==> config.mk <==
export PLATFORM = sky130hd
export DESIGN_NAME = ex_mem_result_stage_flat
export DESIGN_NICKNAME = d
export VERILOG_FILES = /design/src/rtl/ex_mem_result_stage_if.sv /design/src/rtl/ex_mem_result_stage.sv /design/src/flat_wrapper.sv
export SDC_FILE = /design/constraint.sdc
export NUM_CORES = 1
export LEC_CHECK = 0
export BUFFER_PORTS_ARGS = -buffer_cell sky130_fd_sc_hd__buf_2
export CAP_MARGIN = 20
export CORE_MARGIN = 3
export CORE_UTILIZATION = 52
export DETAILED_ROUTE_END_ITERATION = 8
export GPL_TIMING_DRIVEN = 0
export PLACE_DENSITY_LB_ADDON = 0.25
export RECOVER_POWER = 50
export SYNTH_ARGS = -nofsm -noshare
export SYNTH_HDL_FRONTEND = slang
export SYNTH_SLANG_ARGS = --single-unit
==> constraint.sdc <==
create_clock -name clk -period 1.75 [get_ports clk]
set_input_delay 0.0875 -clock clk [delete_from_list [all_inputs] [get_ports clk]]
set_output_delay 0.0875 -clock clk [all_outputs]
set_load 0.005 [all_outputs]
==> src/rtl/ex_mem_result_stage_if.sv <==
// ex_mem_result_stage_if
// Bundles the EX->stage beat (valid/ready plus ALU result, flags, branch info
// and control bits), the stage->MEM beat (valid/ready plus payload) and the
// PC redirect outputs.
//   slave  : the result stage (consumes the EX beat, produces the MEM beat)
//   master : the surrounding pipeline / testbench
interface ex_mem_result_stage_if #(
    parameter int DATA_W = 32,
    parameter int REG_W  = 5
);
    // EX side
    logic              in_valid;
    logic              in_ready;
    logic [DATA_W-1:0] alu_result;
    logic              alu_zero;
    logic              alu_one;
    logic              alu_comp;
    logic [2:0]        br_type;
    logic [DATA_W-1:0] br_target;
    logic [REG_W-1:0]  rd_addr;
    logic              reg_write;
    logic              mem_read;
    logic              mem_write;
    logic [DATA_W-1:0] store_data;
    // MEM side
    logic              out_valid;
    logic              out_ready;
    logic [DATA_W-1:0] out_result;
    logic [DATA_W-1:0] out_store_data;
    logic [REG_W-1:0]  out_rd;
    logic              out_reg_write;
    logic              out_mem_read;
    logic              out_mem_write;
    // PC redirect
    logic              redirect;
    logic [DATA_W-1:0] redirect_pc;

    modport slave (
        input  in_valid, alu_result, alu_zero, alu_one, alu_comp, br_type,
               br_target, rd_addr, reg_write, mem_read, mem_write, store_data,
               out_ready,
        output in_ready, out_valid, out_result, out_store_data, out_rd,
               out_reg_write, out_mem_read, out_mem_write, redirect, redirect_pc
    );

    modport master (
        output in_valid, alu_result, alu_zero, alu_one, alu_comp, br_type,
               br_target, rd_addr, reg_write, mem_read, mem_write, store_data,
               out_ready,
        input  in_ready, out_valid, out_result, out_store_data, out_rd,
               out_reg_write, out_mem_read, out_mem_write, redirect, redirect_pc
    );
endinterface

==> src/rtl/ex_mem_result_stage.sv <==
// ex_mem_result_stage
// Consumer end of the ALU result/flag path between EX and MEM.
//  - Branch beats (beq/bne/bltz/bgez) are resolved from the ALU flags and
//    consumed; a taken branch gives a one-cycle redirect pulse with its target.
//  - Non-branch beats pass through a 2-entry skid buffer (main + skid) so that
//    in_ready is a pure register output, with no combinational path from
//    out_ready back into EX.
// Ports:
//  clk, rst : rising-edge clock, synchronous active-high reset
//  bus      : ex_mem_result_stage_if.slave (EX beat in, MEM beat out, redirect)
//  br_taken_cnt, br_total_cnt : branch statistics, only when BRANCH_STATS_EN
//                               is defined
// Optional macro: BRANCH_STATS_EN adds the two 32-bit wrapping counters.
module ex_mem_result_stage #(
    parameter int DATA_W = 32,
    parameter int REG_W  = 5
) (
    input  logic clk,
    input  logic rst,
    ex_mem_result_stage_if.slave bus
`ifdef BRANCH_STATS_EN
    ,
    output logic [31:0] br_taken_cnt,
    output logic [31:0] br_total_cnt
`endif
);
    typedef struct packed {
        logic [DATA_W-1:0] result;
        logic [DATA_W-1:0] store_data;
        logic [REG_W-1:0]  rd;
        logic              reg_write;
        logic              mem_read;
        logic              mem_write;
    } beat_t;

    beat_t             in_beat;
    beat_t             main_reg, main_next;
    beat_t             skid_reg, skid_next;
    logic              main_valid_reg, main_valid_next;
    logic              skid_valid_reg, skid_valid_next;
    logic              in_ready_reg;
    logic              redirect_reg;
    logic [DATA_W-1:0] redirect_pc_reg;

    logic is_branch;
    logic taken;
    logic accept;
    logic accept_data;
    logic accept_branch;
    logic drain;

    assign in_beat = '{result:     bus.alu_result,
                       store_data: bus.store_data,
                       rd:         bus.rd_addr,
                       reg_write:  bus.reg_write,
                       mem_read:   bus.mem_read,
                       mem_write:  bus.mem_write};

    // Branch decode; reserved codes 101-111 behave as ordinary beats.
    always_comb begin
        is_branch = 1'b0;
        taken     = 1'b0;
        case (bus.br_type)
            3'b001:  begin is_branch = 1'b1; taken = bus.alu_zero; end
            3'b010:  begin is_branch = 1'b1; taken = bus.alu_one;  end
            3'b011,
            3'b100:  begin is_branch = 1'b1; taken = bus.alu_comp; end
            default: begin is_branch = 1'b0; taken = 1'b0;         end
        endcase
    end

    assign accept        = bus.in_valid & in_ready_reg;
    assign accept_data   = accept & ~is_branch;
    assign accept_branch = accept & is_branch;
    assign drain         = main_valid_reg & bus.out_ready;

    // Main/skid next state. The skid entry is only ever written while main is
    // occupied and not draining, so acceptance order is preserved.
    always_comb begin
        main_next       = main_reg;
        main_valid_next = main_valid_reg;
        skid_next       = skid_reg;
        skid_valid_next = skid_valid_reg;
        if (drain) begin
            if (skid_valid_reg) begin
                main_next       = skid_reg;
                main_valid_next = 1'b1;
                skid_valid_next = accept_data;
                if (accept_data) begin
                    skid_next = in_beat;
                end
            end else if (accept_data) begin
                main_next = in_beat;
            end else begin
                main_valid_next = 1'b0;
            end
        end else if (accept_data) begin
            if (!main_valid_reg) begin
                main_next       = in_beat;
                main_valid_next = 1'b1;
            end else begin
                skid_next       = in_beat;
                skid_valid_next = 1'b1;
            end
        end
    end

    always_ff @(posedge clk) begin
        if (rst) begin
            main_reg        <= '0;
            skid_reg        <= '0;
            main_valid_reg  <= 1'b0;
            skid_valid_reg  <= 1'b0;
            in_ready_reg    <= 1'b1;
            redirect_reg    <= 1'b0;
            redirect_pc_reg <= '0;
        end else begin
            main_reg        <= main_next;
            skid_reg        <= skid_next;
            main_valid_reg  <= main_valid_next;
            skid_valid_reg  <= skid_valid_next;
            // Ready follows skid occupancy one cycle later: never accept while
            // the skid entry holds a beat.
            in_ready_reg    <= ~skid_valid_next;
            redirect_reg    <= accept_branch & taken;
            if (accept_branch & taken) begin
                redirect_pc_reg <= bus.br_target;
            end
        end
    end

`ifdef BRANCH_STATS_EN
    logic [31:0] br_taken_cnt_reg;
    logic [31:0] br_total_cnt_reg;

    always_ff @(posedge clk) begin
        if (rst) begin
            br_taken_cnt_reg <= '0;
            br_total_cnt_reg <= '0;
        end else begin
            if (accept_branch) begin
                br_total_cnt_reg <= br_total_cnt_reg + 32'd1;
            end
            if (accept_branch & taken) begin
                br_taken_cnt_reg <= br_taken_cnt_reg + 32'd1;
            end
        end
    end

    assign br_taken_cnt = br_taken_cnt_reg;
    assign br_total_cnt = br_total_cnt_reg;
`endif

    assign bus.in_ready       = in_ready_reg;
    assign bus.out_valid      = main_valid_reg;
    assign bus.out_result     = main_reg.result;
    assign bus.out_store_data = main_reg.store_data;
    assign bus.out_rd         = main_reg.rd;
    assign bus.out_reg_write  = main_reg.reg_write;
    assign bus.out_mem_read   = main_reg.mem_read;
    assign bus.out_mem_write  = main_reg.mem_write;
    assign bus.redirect       = redirect_reg;
    assign bus.redirect_pc    = redirect_pc_reg;
endmodule

==> src/flat_wrapper.sv <==
// flat-port wrapper written by rule: the top's interface ports become plain ports
module ex_mem_result_stage_flat 
#(
    parameter int DATA_W = 32,
    parameter int REG_W  = 5
)
  (clk, rst, bus_in_valid, bus_alu_result, bus_alu_zero, bus_alu_one, bus_alu_comp, bus_br_type, bus_br_target, bus_rd_addr, bus_reg_write, bus_mem_read, bus_mem_write, bus_store_data, bus_out_ready, bus_in_ready, bus_out_valid, bus_out_result, bus_out_store_data, bus_out_rd, bus_out_reg_write, bus_out_mem_read, bus_out_mem_write, bus_redirect, bus_redirect_pc);
  ex_mem_result_stage_if #(.DATA_W(DATA_W), .REG_W(REG_W)) bus_i ();
  input  logic clk;
  input  logic rst;
  input wire logic [$bits(bus_i.in_valid)-1:0] bus_in_valid;
  input wire logic [$bits(bus_i.alu_result)-1:0] bus_alu_result;
  input wire logic [$bits(bus_i.alu_zero)-1:0] bus_alu_zero;
  input wire logic [$bits(bus_i.alu_one)-1:0] bus_alu_one;
  input wire logic [$bits(bus_i.alu_comp)-1:0] bus_alu_comp;
  input wire logic [$bits(bus_i.br_type)-1:0] bus_br_type;
  input wire logic [$bits(bus_i.br_target)-1:0] bus_br_target;
  input wire logic [$bits(bus_i.rd_addr)-1:0] bus_rd_addr;
  input wire logic [$bits(bus_i.reg_write)-1:0] bus_reg_write;
  input wire logic [$bits(bus_i.mem_read)-1:0] bus_mem_read;
  input wire logic [$bits(bus_i.mem_write)-1:0] bus_mem_write;
  input wire logic [$bits(bus_i.store_data)-1:0] bus_store_data;
  input wire logic [$bits(bus_i.out_ready)-1:0] bus_out_ready;
  output wire logic [$bits(bus_i.in_ready)-1:0] bus_in_ready;
  output wire logic [$bits(bus_i.out_valid)-1:0] bus_out_valid;
  output wire logic [$bits(bus_i.out_result)-1:0] bus_out_result;
  output wire logic [$bits(bus_i.out_store_data)-1:0] bus_out_store_data;
  output wire logic [$bits(bus_i.out_rd)-1:0] bus_out_rd;
  output wire logic [$bits(bus_i.out_reg_write)-1:0] bus_out_reg_write;
  output wire logic [$bits(bus_i.out_mem_read)-1:0] bus_out_mem_read;
  output wire logic [$bits(bus_i.out_mem_write)-1:0] bus_out_mem_write;
  output wire logic [$bits(bus_i.redirect)-1:0] bus_redirect;
  output wire logic [$bits(bus_i.redirect_pc)-1:0] bus_redirect_pc;
  assign bus_i.in_valid = bus_in_valid;
  assign bus_i.alu_result = bus_alu_result;
  assign bus_i.alu_zero = bus_alu_zero;
  assign bus_i.alu_one = bus_alu_one;
  assign bus_i.alu_comp = bus_alu_comp;
  assign bus_i.br_type = bus_br_type;
  assign bus_i.br_target = bus_br_target;
  assign bus_i.rd_addr = bus_rd_addr;
  assign bus_i.reg_write = bus_reg_write;
  assign bus_i.mem_read = bus_mem_read;
  assign bus_i.mem_write = bus_mem_write;
  assign bus_i.store_data = bus_store_data;
  assign bus_i.out_ready = bus_out_ready;
  assign bus_in_ready = bus_i.in_ready;
  assign bus_out_valid = bus_i.out_valid;
  assign bus_out_result = bus_i.out_result;
  assign bus_out_store_data = bus_i.out_store_data;
  assign bus_out_rd = bus_i.out_rd;
  assign bus_out_reg_write = bus_i.out_reg_write;
  assign bus_out_mem_read = bus_i.out_mem_read;
  assign bus_out_mem_write = bus_i.out_mem_write;
  assign bus_redirect = bus_i.redirect;
  assign bus_redirect_pc = bus_i.redirect_pc;
  ex_mem_result_stage #(.DATA_W(DATA_W), .REG_W(REG_W)) u_core (.clk(clk), .rst(rst), .bus(bus_i));
endmodule
==> impl_results.md <==
- P&R area growth vs syn: 38.45%
- CP required: 2.03 ns
- Mux share of post-synthesis cell area: 13.86%
- Vias in the first global route: 7004
- Peak VDD IR: 683.3 µV
- Grt ovf: 0
- Mapped Cells: 801
- Crit. End Element: flip-flop
- DRT antenna net count: 0
- Die width: 126.8 µm
- Global-route wire length before repair: 34.67 mm
- H-tree depth: 4
- DRT Wirelength: 21.28 mm
- Largest stage delay, worst path: 0.37 ns
- CTS Sinks: 180
- Final setup vio count: 0
- Final HPWL DP: 13.54 mm
- Fin util: 74.50%
- Placer Congestion: 0.7791
- Full die area: 16070 µm²
- DRT iter0 DRCs: 350
- Drt drc: 0
- WS Path Type: flip-flop to flip-flop
- Max Fclk: 604.1 MHz
- # rows: 43
- Critical Path, Cell by Cell: and2_1, nand2_2, clkbuf_4, mux2i_1, a211oi_2
- Wire per inst: 15.94 µm
- Metal2 WL: 10.33 mm
- I/O pins: 221
- Total Power: 9.637 mW
- Crit path max fanout: 10
- Syn nets: 915
- Yosys Warn Count: 0
- Via/cell ratio: 5.150
- Largest net degree at the start of global routing: 17
- Least-Margin Pin Slew: 0.7675 ns
- Clk_skew: 0.006017 ns
- Root Driver: clkbuf_16
- DR top layer: met4
- Die Y: 126.8 µm
- Unrepaired setup endpoints after global routing: false
- Max reg flops: 72
- HP Class: input pin to flip-flop
- Number of setup buffers added after CTS: 0
- Core ar.: 14100 µm²
- Minimum clock period: 1.655 ns
- DR vias: 6875
- Status: completed
- Post-Synth Simple-Gate Area: 17.12%
- Commonest non-fill, non-tap cell in the layout: dfxtp_1
- Leak: 4.484 nW
- Worst slew margin: 48.83%
- Data arrival, critical path: 1.94 ns
- Worst-skew pair later-pin latency: 0.42 ns
- Adder-cell share of the synthesized area: 0%
- Layout fillers: 1059
- Register area share after synthesis: 47.51%
- Distinct cells, synth: 26
- Post-synthesis area per instance: 9.469 µm²
- GRT Overall Usage: 26.44%
- Max Root-Sink Buffers: 2
- Final Max Tran Viols: 0
- Register Area: 3605 µm²
- MaxCap Viol Count: 0
- Crit start category: flip-flop
- CTS buffer count: 17
- Most frequent cells in the layout: dfxtp_1, buf_2, nand2_1
- TritonCTS clock tree: yes
- Fin. Hold Viols: 0
- Fin crit share: 94.59%
- Post-Synth XOR/XNOR Area: 0%
- IO buf count: 219
- Cell area after synthesis: 7585 µm²
- Total power density per cell area: 917.6 nW/µm²
- Share of cells above drive strength 1: 23.38%
- Footprint of the multi-input gates: 3652 µm²
- Max stage delay cell, worst path: dfxtp_2
- Net count reported at finish: 1258
- Metal-1 WL: 9.152 mm
- Drt pass-1 iters: 4
- Diode count: 0
- Largest family of logic cells by synthesized area: simple AND/OR/NAND/NOR gates
- Initial Util: 53.81%
- Clock transition at path regs: 0.06 ns
- Met3 routed WL: 1.188 mm
- #FFs+latches synth: 180
- Final hold slack: 0.1461 ns
- Initial antenna violation count: 0
- Complex-gate fraction of the synthesized area: 16.99%
stage by stage:
step | TNS [ns] | cells | setup slack, ns | area [µm²]
finish | 0 | 1335 | 0.09463 | 10500
global route | 0 | 1335 | 0.0003835 | 10500
CTS | 0 | 1335 | 0.01749 | 10580
detailed placement | -6.618 | 1200 | -0.1332 | 8906
global placement | -3.877 | 1200 | -0.1229 | 8906
floorplan | 0 | 801 | 0.2821 | 7585
worst max-delay path, delay by kind of cell, from the launching register on:
family                 cells  cell delay, ns
AOI/OAI and AO/OA          1            0.10
muxes                      1            0.29
and+or+nand+nor            2            0.42
DFF                        1            0.37
buffers and inverters      1            0.33
kinds of logic (layout without fill, tap and decap cells):
kind of cell | count (synthesis) | count (layout)
AND/OR/NAND/NOR | 296 | 296
flip-flops | 180 | 180
AO/OA/AOI/OAI | 154 | 154
multiplexers | 105 | 105
buffers and inverters | 66 | 420
layout make-up:
type | count | share of cell area (%)
tap | 180 | 2.145
inverter | 1 | 0.03574
buffer | 65 | 3.360
clock buffer | 21 | 4.385
sequential | 180 | 34.33
clock inverter | 9 | 1.454
multi-input combinational | 555 | 34.78
timing repair buffer | 324 | 19.52
synthesized netlist by cell type, drive strengths merged:
cell type,instances,share of area [%]
nand2,148,7.3
a21oi,73,4.8
nor2b,1,0.083
o21a,1,0.099
nor3,3,0.26
nor3b,1,0.099
a211oi,74,11
inv,1,0.049
nor2,74,3.7
or2,1,0.083
and2,2,0.16
o21ai,1,0.066
nand2b,66,5.4
o311a,2,0.26
dfxtp,180,48
mux2i,105,14
a22o,1,0.12
o2111a,1,0.15
clkbuf,31,1.5
buf,34,2.9
o2111ai,1,0.20
path summary, 6_finish.rpt:
kind	endpoint	start	slack, ns	depth (start not counted)
worst min-delay path	u_core.bus.redirect_pc[10]$_SDFFE_PP0P_	rst	0.15	3
worst max-delay path	u_core.bus.out_store_data[24]$_SDFFE_PP0P_	u_core.bus.out_valid$_SDFFE_PP0P_	0.09	5
worst min register to register	u_core.skid_reg[27]$_SDFFE_PP0P_	u_core.skid_reg[27]$_SDFFE_PP0P_	0.45	2
worst max register to register	u_core.bus.out_store_data[24]$_SDFFE_PP0P_	u_core.bus.out_valid$_SDFFE_PP0P_	0.09	5
per-layer routing:
layer | vias to the layer above | global-route usage (%)
li1 | 3401 | -
met2 | 214 | 45.24
met5 | - | 0
met4 | 0 | 10.28
met1 | 3214 | 32.57
met3 | 46 | 5.642
what timing repair did:
| item | in CTS | in global routing |
|---|---|---|
| hold buffers | 105 | 0 |
| endpoints found under the setup margin | 71 | 72 |
| gates resized for setup | 6 | 9 |
| hold endpoints to repair | 105 | 0 |
| pin swaps | 0 | 0 |
where the power goes:
part | switching (mW) | internal, mW | leakage [nW]
registers | 0.102 | 4.28 | 1.46
logic | 0.636 | 0.606 | 2.72
clock network | 1.56 | 2.45 | 0.303
total | 2.30 | 7.34 | 4.48
Note: power is estimated with default switching activity, not from simulation.
